[src/rtl/matrix_input_buffer.sv]
// Loads L vectors from memory into a local buffer, then streams the buffer R times
// to the downstream processor. A single instruction drives IDLE -> LOAD -> STREAM -> IDLE.
module matrix_input_buffer #(
  parameter int DATA_WIDTH          = 8,
  parameter int N                   = 4,
  parameter int MAX_MATRIX_LENGTH   = 64,
  parameter int MEMORY_ADDRESS_BITS = 64,
  parameter int COUNTER_BITS        = $clog2(MAX_MATRIX_LENGTH + 1)
) (
  input  logic                           clk,
  input  logic                           reset,
  input  logic                           instruction_valid,
  output logic                           instruction_ready,
  input  logic [MEMORY_ADDRESS_BITS-1:0] address_input,
  input  logic [COUNTER_BITS-1:0]        length_input,
  input  logic [COUNTER_BITS-1:0]        repeats_input,
  output logic                           mem_req_valid,
  input  logic                           mem_req_ready,
  output logic [MEMORY_ADDRESS_BITS-1:0] mem_req_address,
  input  logic                           mem_resp_valid,
  input  logic [N*DATA_WIDTH-1:0]        mem_resp_data,
  output logic                           data_valid,
  input  logic                           data_ready,
  output logic [N*DATA_WIDTH-1:0]        data_out,
  output logic                           data_last
);
  localparam int VW = N * DATA_WIDTH;
  localparam int IW = (MAX_MATRIX_LENGTH > 1) ? $clog2(MAX_MATRIX_LENGTH) : 1;
  localparam logic [COUNTER_BITS-1:0]        MAX_LEN = COUNTER_BITS'(MAX_MATRIX_LENGTH);
  localparam logic [COUNTER_BITS-1:0]        ONE     = COUNTER_BITS'(1);
  localparam logic [MEMORY_ADDRESS_BITS-1:0] STRIDE  = MEMORY_ADDRESS_BITS'(N);

  typedef enum logic [1:0] {IDLE, LOAD, STREAM} state_t;
  state_t state, state_nxt;

  logic [COUNTER_BITS-1:0] len, rep, req_cnt, resp_cnt, idx, pass;
  logic [COUNTER_BITS-1:0] len_clamped, len_m1, rep_m1;
  logic [VW-1:0]           buffer [MAX_MATRIX_LENGTH];

  logic instr_hs, req_hs, resp_take, load_done, data_hs, at_last, final_beat;

  assign len_clamped = (length_input > MAX_LEN) ? MAX_LEN : length_input;
  assign len_m1      = len - ONE;
  assign rep_m1      = rep - ONE;

  assign instruction_ready = (state == IDLE);
  assign mem_req_valid     = (state == LOAD) && (req_cnt < len);
  assign data_valid        = (state == STREAM);
  assign at_last           = (idx == len_m1);
  assign data_last         = data_valid && at_last;
  assign data_out          = data_valid ? buffer[idx[IW-1:0]] : '0;

  assign instr_hs   = instruction_valid && instruction_ready;
  assign req_hs     = mem_req_valid && mem_req_ready;
  // Only beats answering an issued request are taken, so stray beats never shift the fill order.
  assign resp_take  = (state == LOAD) && mem_resp_valid && (resp_cnt < req_cnt);
  assign load_done  = resp_take && (resp_cnt == len_m1);
  assign data_hs    = data_valid && data_ready;
  assign final_beat = data_hs && at_last && (pass == rep_m1);

  always_ff @(posedge clk or negedge reset) begin
    if (!reset) state <= IDLE;
    else        state <= state_nxt;
  end

  always_comb begin
    state_nxt = state;
    unique case (state)
      IDLE:   if (instr_hs && (length_input != '0) && (repeats_input != '0)) state_nxt = LOAD;
      LOAD:   if (load_done)  state_nxt = STREAM;
      STREAM: if (final_beat) state_nxt = IDLE;
      default: state_nxt = IDLE;
    endcase
  end

  always_ff @(posedge clk or negedge reset) begin
    if (!reset) begin
      mem_req_address <= '0;
      len      <= '0;
      rep      <= '0;
      req_cnt  <= '0;
      resp_cnt <= '0;
      idx      <= '0;
      pass     <= '0;
    end else if (instr_hs) begin
      mem_req_address <= address_input;
      len      <= len_clamped;
      rep      <= repeats_input;
      req_cnt  <= '0;
      resp_cnt <= '0;
      idx      <= '0;
      pass     <= '0;
    end else begin
      if (req_hs) begin
        req_cnt         <= req_cnt + ONE;
        mem_req_address <= mem_req_address + STRIDE;
      end
      if (resp_take) resp_cnt <= resp_cnt + ONE;
      if (data_hs) begin
        if (at_last) begin
          idx  <= '0;
          pass <= pass + ONE;
        end else begin
          idx  <= idx + ONE;
        end
      end
    end
  end

  // Storage is deliberately unreset; contents survive across instructions.
  always_ff @(posedge clk) begin
    if (resp_take) buffer[resp_cnt[IW-1:0]] <= mem_resp_data;
  end

endmodule

[config.mk]
export PLATFORM = sky130hd
export DESIGN_NAME = matrix_input_buffer
export DESIGN_NICKNAME = d
export VERILOG_FILES = /design/src/rtl/matrix_input_buffer.sv
export SDC_FILE = /design/constraint.sdc
export NUM_CORES = 2
export LEC_CHECK = 0
export BUFFER_PORTS_ARGS = -buffer_cell sky130_fd_sc_hd__buf_2
export CELL_PAD_IN_SITES_DETAIL_PLACEMENT = 0
export CELL_PAD_IN_SITES_GLOBAL_PLACEMENT = 1
export CORE_ASPECT_RATIO = 2
export CORE_UTILIZATION = 28
export DETAILED_ROUTE_END_ITERATION = 8
export PLACE_DENSITY = 0.53
export SYNTH_ARGS = -nofsm -noshare
export SYNTH_HDL_FRONTEND = slang
export SYNTH_SLANG_ARGS = --single-unit
export TNS_END_PERCENT = 5
[constraint.sdc]
create_clock -name clk -period 6.4 [get_ports clk]
set_input_delay 0.32 -clock clk [delete_from_list [all_inputs] [get_ports clk]]
set_output_delay 0.32 -clock clk [all_outputs]
set_load 0.005 [all_outputs]
======== After elaboration in Yosys (flattened, before gate mapping) ========
Memory sizes are Yosys's and may differ from the RTL's.
Index checks and enable logic that the tools add are counted.
word-level totals
  input port bits ......................... 116
  bits in registers ....................... 108
  logic and storage cells ................. 68
  ROM bits ................................ 0
  bits in writable memories ............... 2048
  memories ................................ 1
  latch bits .............................. 0
memory list
  name    depth  bits a word  rd ports  clocked after memory_dff  wr ports  RTL line  source
  buffer  64     32           1         0                         1         38        logic [VW-1:0] buffer [MAX_MATRIX_LENGTH];
operators by class
  $mul .................................... 0
  bitwise operators ....................... 0
  multiplexer cells ....................... 20
  $lt $le $gt $ge ......................... 3
  add/subtract/negate cells ............... 7
  shifts and indexed selects .............. 0
  equality and inequality tests ........... 8
  reduce and logical (&&, ||, !) cells .... 21
  div/mod/pow operators ................... 0
operators with widths
  kind                                                  number
  2-to-1 mux 64 bit                                     2
  2-to-1 mux 7 bit                                      11
  adder 64 x 3 -> 64 bit, second input constant         1
  2-to-1 mux 32 bit                                     1
  adder 7 x 1 -> 7 bit, second input constant           4
  equality test 7 bit                                   3
  less-than comparator 7 bit                            2
  nonzero test 7 bit                                    2
  subtractor 7 x 1 -> 7 bit, second input constant      2
  logical AND 1 bit                                     12
  nonzero test 2 bit                                    4
  greater-than comparator 7 bit, second input constant  1
  2-to-1 mux 2 bit                                      3
  case mux 2 bit (3 select lines)                       1
  != test 2 x 1 -> 1 bit, second input constant         2
  AND reduction 3 bit                                   1
  equality test 2 x 1 -> 1 bit, second input constant   1
  equality test 2 bit, second input constant            1
  logical NOT 2 bit                                     1
  2-to-1 mux 1 bit                                      2
  != test 2 bit, second input constant                  1
  AND reduction 2 bit                                   1

======== Longest topological paths before layout ========
  depth in word-level cells ............... 6
  mapped depth ............................ 11
  gate-level depth less buffers ........... 8

======== Worst setup path after synthesis ========
No wires, ideal clock.
  path kind ............................... register to register
  start point ............................. register resp_cnt[2]
  end point ............................... memory buffer[59][0] in the netlist's numbering, enable pin
  arrival ................................. 3.332 ns
  required time ........................... 5.979 ns
  cell stages (with the launch flop) ...... 8
  library setup time ...................... 0.421 ns
  clock period less this slack ............ 3.753 ns
  path slack .............................. 2.647 ns
  cell sequence ........................... dfrtp_1 -> ha_1 -> a211o_1 -> a31oi_1 -> o21a_1 -> nor2b_1 -> nand3_1 -> nor2_1
between the ends
  cells in the longest elaborated chain, start to end .. 4
RTL lines
  what                                    RTL line  source
  start: declaration                      36        logic [COUNTER_BITS-1:0] len, rep, req_cnt, resp_cnt, idx, pass;
  start signal: assignment                98        if (resp_take) resp_cnt <= resp_cnt + ONE;
  less-than comparator 7 bit              56        assign resp_take = (state == LOAD) && mem_resp_valid && (resp_cnt < req_cnt);
  logical AND 1 bit                       56
  2-to-1 mux 1 bit                        112       if (resp_take) buffer[resp_cnt[IW-1:0]] <= mem_resp_data;
  2-to-1 mux 1 bit (not written as such)  112
  end: declaration                        38
Several ways; a longest one is shown, not always the timed one.

======== Final worst setup path ========
  start point ............................. register idx[0]
  end point ............................... output data_out[21]
between the ends
  cells in the longest elaborated chain, start to end .. 2
RTL lines
  what                      RTL line  source
  start: declaration        36
  start signal: assignment  104       idx <= idx + ONE;
  memory (64 x 32 bit)      -
  2-to-1 mux 32 bit         51        assign data_out = data_valid ? buffer[idx[IW-1:0]] : '0;
  end: declaration          24        output logic [N*DATA_WIDTH-1:0] data_out,
No other way between the ends.

==> flow_summary.ini <==
[outcome]
outcome = complete, no violations

[floorplanning]
start_util = 0.282
fp.coreArea_um2 = 299000
dieHeight_um = 777
die-area_um2 = 303000
std_cell_rows = 284
io_pins = 216
dieWidth_um = 390

[route]
wire_per_inst_um = 30.4
routed_wl_mm = 254
ant_nets = 0
drcViolationCount = 0
via_count = 39800
viasPerCell = 4.77
firstDrtPassIters = 8
drt-initial-drc-count = 2984

[setup_path]
critPathRequiredTime_ps = 6080
crit_type = reg2out
rr_startpoint = resp_cnt[2]
cp-startpoint = idx[0]
crit_path_cell_trace = buf_4 -> mux4_2 -> mux4_2 -> inv_1 -> o2bb2ai_1 -> a221o_1 -> buf_2
cp-start-kind = flip-flop
worstPathArrival_ps = 4590
cpPeakStageDelay_ps = 990
cp_common_cell = mux4_2
cp_max_fo = 31
crit_path_end_kind = output pin
slowest_stage = dfrtp_4

[clock_network]
cts_setup_buffers = 0
cts_tree = built
clk_pin_slew_ps = 80
cts_root_buf = clkbuf_16
numCtsBuffers = 186
clk_latency_ps = 860
cts_buffer_depth = 4
clock_sinks = 2156
h-tree-depth = 4

[synthesis]
synth-seq-area-share = 0.763
ys_types = 54
yosys_warnings = 0
syn-cell-area_um2 = 84100
synth_edf_count = 2048
syn_avg_cell_area_um2 = 22.2
syn_inst = 3784
synth-seq-cells = 2156
ys_async_sr_fraction = 0.0501
synth_ff_type = edfxtp_1
syn_nets = 3919

[grt]
grt_pass1_vias = 42700
grt_max_degree = 80
grt_overflow = 0
grt_pass1_wl_mm = 350
global_route.usage.total = 0.166
antenna_found_initial = 23

[placed_design]
place.port_buffers = 215
pre_cts_slack_ps = 1920
gp_congestion = 0.825
dpl.hpwl_mm = 169
post-place-cells = 7911

[finish]
layout.cells.non_filler = 8340
fill_cells = 28200
nets = 4321
multi_input_area_um2 = 19400
syn_to_final_growth_pct = 16.4
drive_gt1_frac = 0.301
seq_area_um2 = 64200

[sta]
hold_ws_ps = 45.0
hold_viol = 0
period_minus_slack_ps = 4910
setup_violations = 0
setup_slack_ps = 1490
slew_headroom = 0.161
fmaxAchievable_mhz = 204
clock_skew_ps = 44.6
slew_viol_final = 0
worstMarginPinSlew_ps = 1260
period_share = 0.767
setup_tns_ps = 0
rsz0062_at_grt = false

[power_and_ir_drop]
power.total_mw = 34.5
powerDensity_nw_per_um2 = 352
p_leak_nw = 30.3
vdd_ir_drop_max_uv = 226

[flow_run]
maxCapViolations = 0

[min_path]
hp-class = in2async
[path summary, 6_finish.rpt]
check / end / slack, ps / cells after the start
worst max-delay path: data_out[21] / 1490 / 7
worst min-delay path: mem_req_address[10] / 50 / 2
worst max register to register: buffer[33][4] / 1970 / 7
worst min register to register: mem_req_address[1] / 480 / 2
max in group asynchronous: idx[1] / 4820 / 3
min in group clk: buffer[8][27] / 70 / 1
[cells by family after synthesis]
logic type      count (synthesis)  synth area share
mux                           643             0.172
simple gates                  422            0.0241
fa+ha+maj                      19           0.00283
buf+inv                       262            0.0126
compound gates                193            0.0158
flops                        2156             0.763
xor+xnor                       89           0.00992
[layout make-up]
cell class,instances,area share
inverters,57,0.00218
well taps,4004,0.0511
diodes,18,0.000460
repair buffers,419,0.0322
clock buffers,218,0.0492
flip-flops and latches,2156,0.656
multi-input cells,1366,0.198
clock inverters,102,0.0116
[synthesized netlist by cell type (31+ instances only)]
cell type | n | area share
inv_1 | 56 | 0.0025
dfrtp_1 | 108 | 0.032
buf_2 | 52 | 0.0031
nand3_1 | 38 | 0.0023
a221o_1 | 32 | 0.0038
nand2_1 | 121 | 0.0054
o21ai_0 | 77 | 0.0046
xnor2_1 | 70 | 0.0073
o2bb2ai_1 | 31 | 0.0032
clkbuf_1 | 123 | 0.0055
mux4_2 | 640 | 0.17
nor2_1 | 113 | 0.0050
edfxtp_1 | 2048 | 0.73
[routing by layer]
metal / vias to the layer above / GRT usage / part of all wire
li1: 16700 / - / -
met5: - / 0 / 0.00024
met2: 924 / 0.340 / 0.59
met1: 21800 / 0.162 / 0.33
met3: 351 / 0.0169 / 0.032
met4: 8 / 0.0760 / 0.050
[layout by cell type (no fill, tap or decap), drive strengths merged, types with 5 or more instances in the layout]
| master | instances |
|---|---|
| xor2 | 15 |
| dfrtp | 108 |
| mux4 | 640 |
| bufinv | 24 |
| edfxtp | 2048 |
| clkinvlp | 8 |
| clkinv | 68 |
| and3 | 14 |
| o2bb2ai | 31 |
| a31oi | 14 |
| nor3 | 30 |
| diode | 18 |
| nand2 | 121 |
| a221o | 32 |
| nand2b | 5 |
| nor2 | 113 |
| buf | 328 |
| dlygate4sd3 | 91 |
| nor4 | 17 |
| nand4 | 18 |
| xnor2 | 70 |
| and4 | 8 |
| ha | 19 |
| nand3b | 12 |
| inv | 59 |
| and2 | 9 |
| or3 | 21 |
| a21oi | 20 |
| o21ai | 77 |
| nand3 | 38 |
| clkbuf | 218 |
[what timing repair did]
item / in CTS / in global routing
hold buffers: 91 / 0
endpoints found under the hold margin: 133 / 0
gates resized for setup: 0 / 0
[worst max-delay path: cells and delay by family (launching register included)]
kind | cells | cell delay [ps]
DFF | 1 | 990
AOI/OAI and AO/OA | 2 | 680
muxes | 2 | 1140
buffers and inverters | 3 | 820
[through the flow]
stage               area (um^2)   util
global route              97900  0.328
CTS                       97900  0.328
finish                    97900  0.328
detailed placement        91000  0.305
floorplan                 84100      -
global placement          91000  0.305
[power breakdown]
part / internal (mW) / switching [mW]
logic: 2.98 / 4.29
clock network: 6.35 / 5.17
registers: 15.4 / 0.254
[registers in the layout (all words and copies together), names as in the netlist]
register / cells
len: 7
pass: 7
req_cnt: 7
rep: 7
mem_req_address: 64
buffer: 2048
state: 2
idx: 7
resp_cnt: 7
Note: power is estimated with default switching activity, not from simulation.
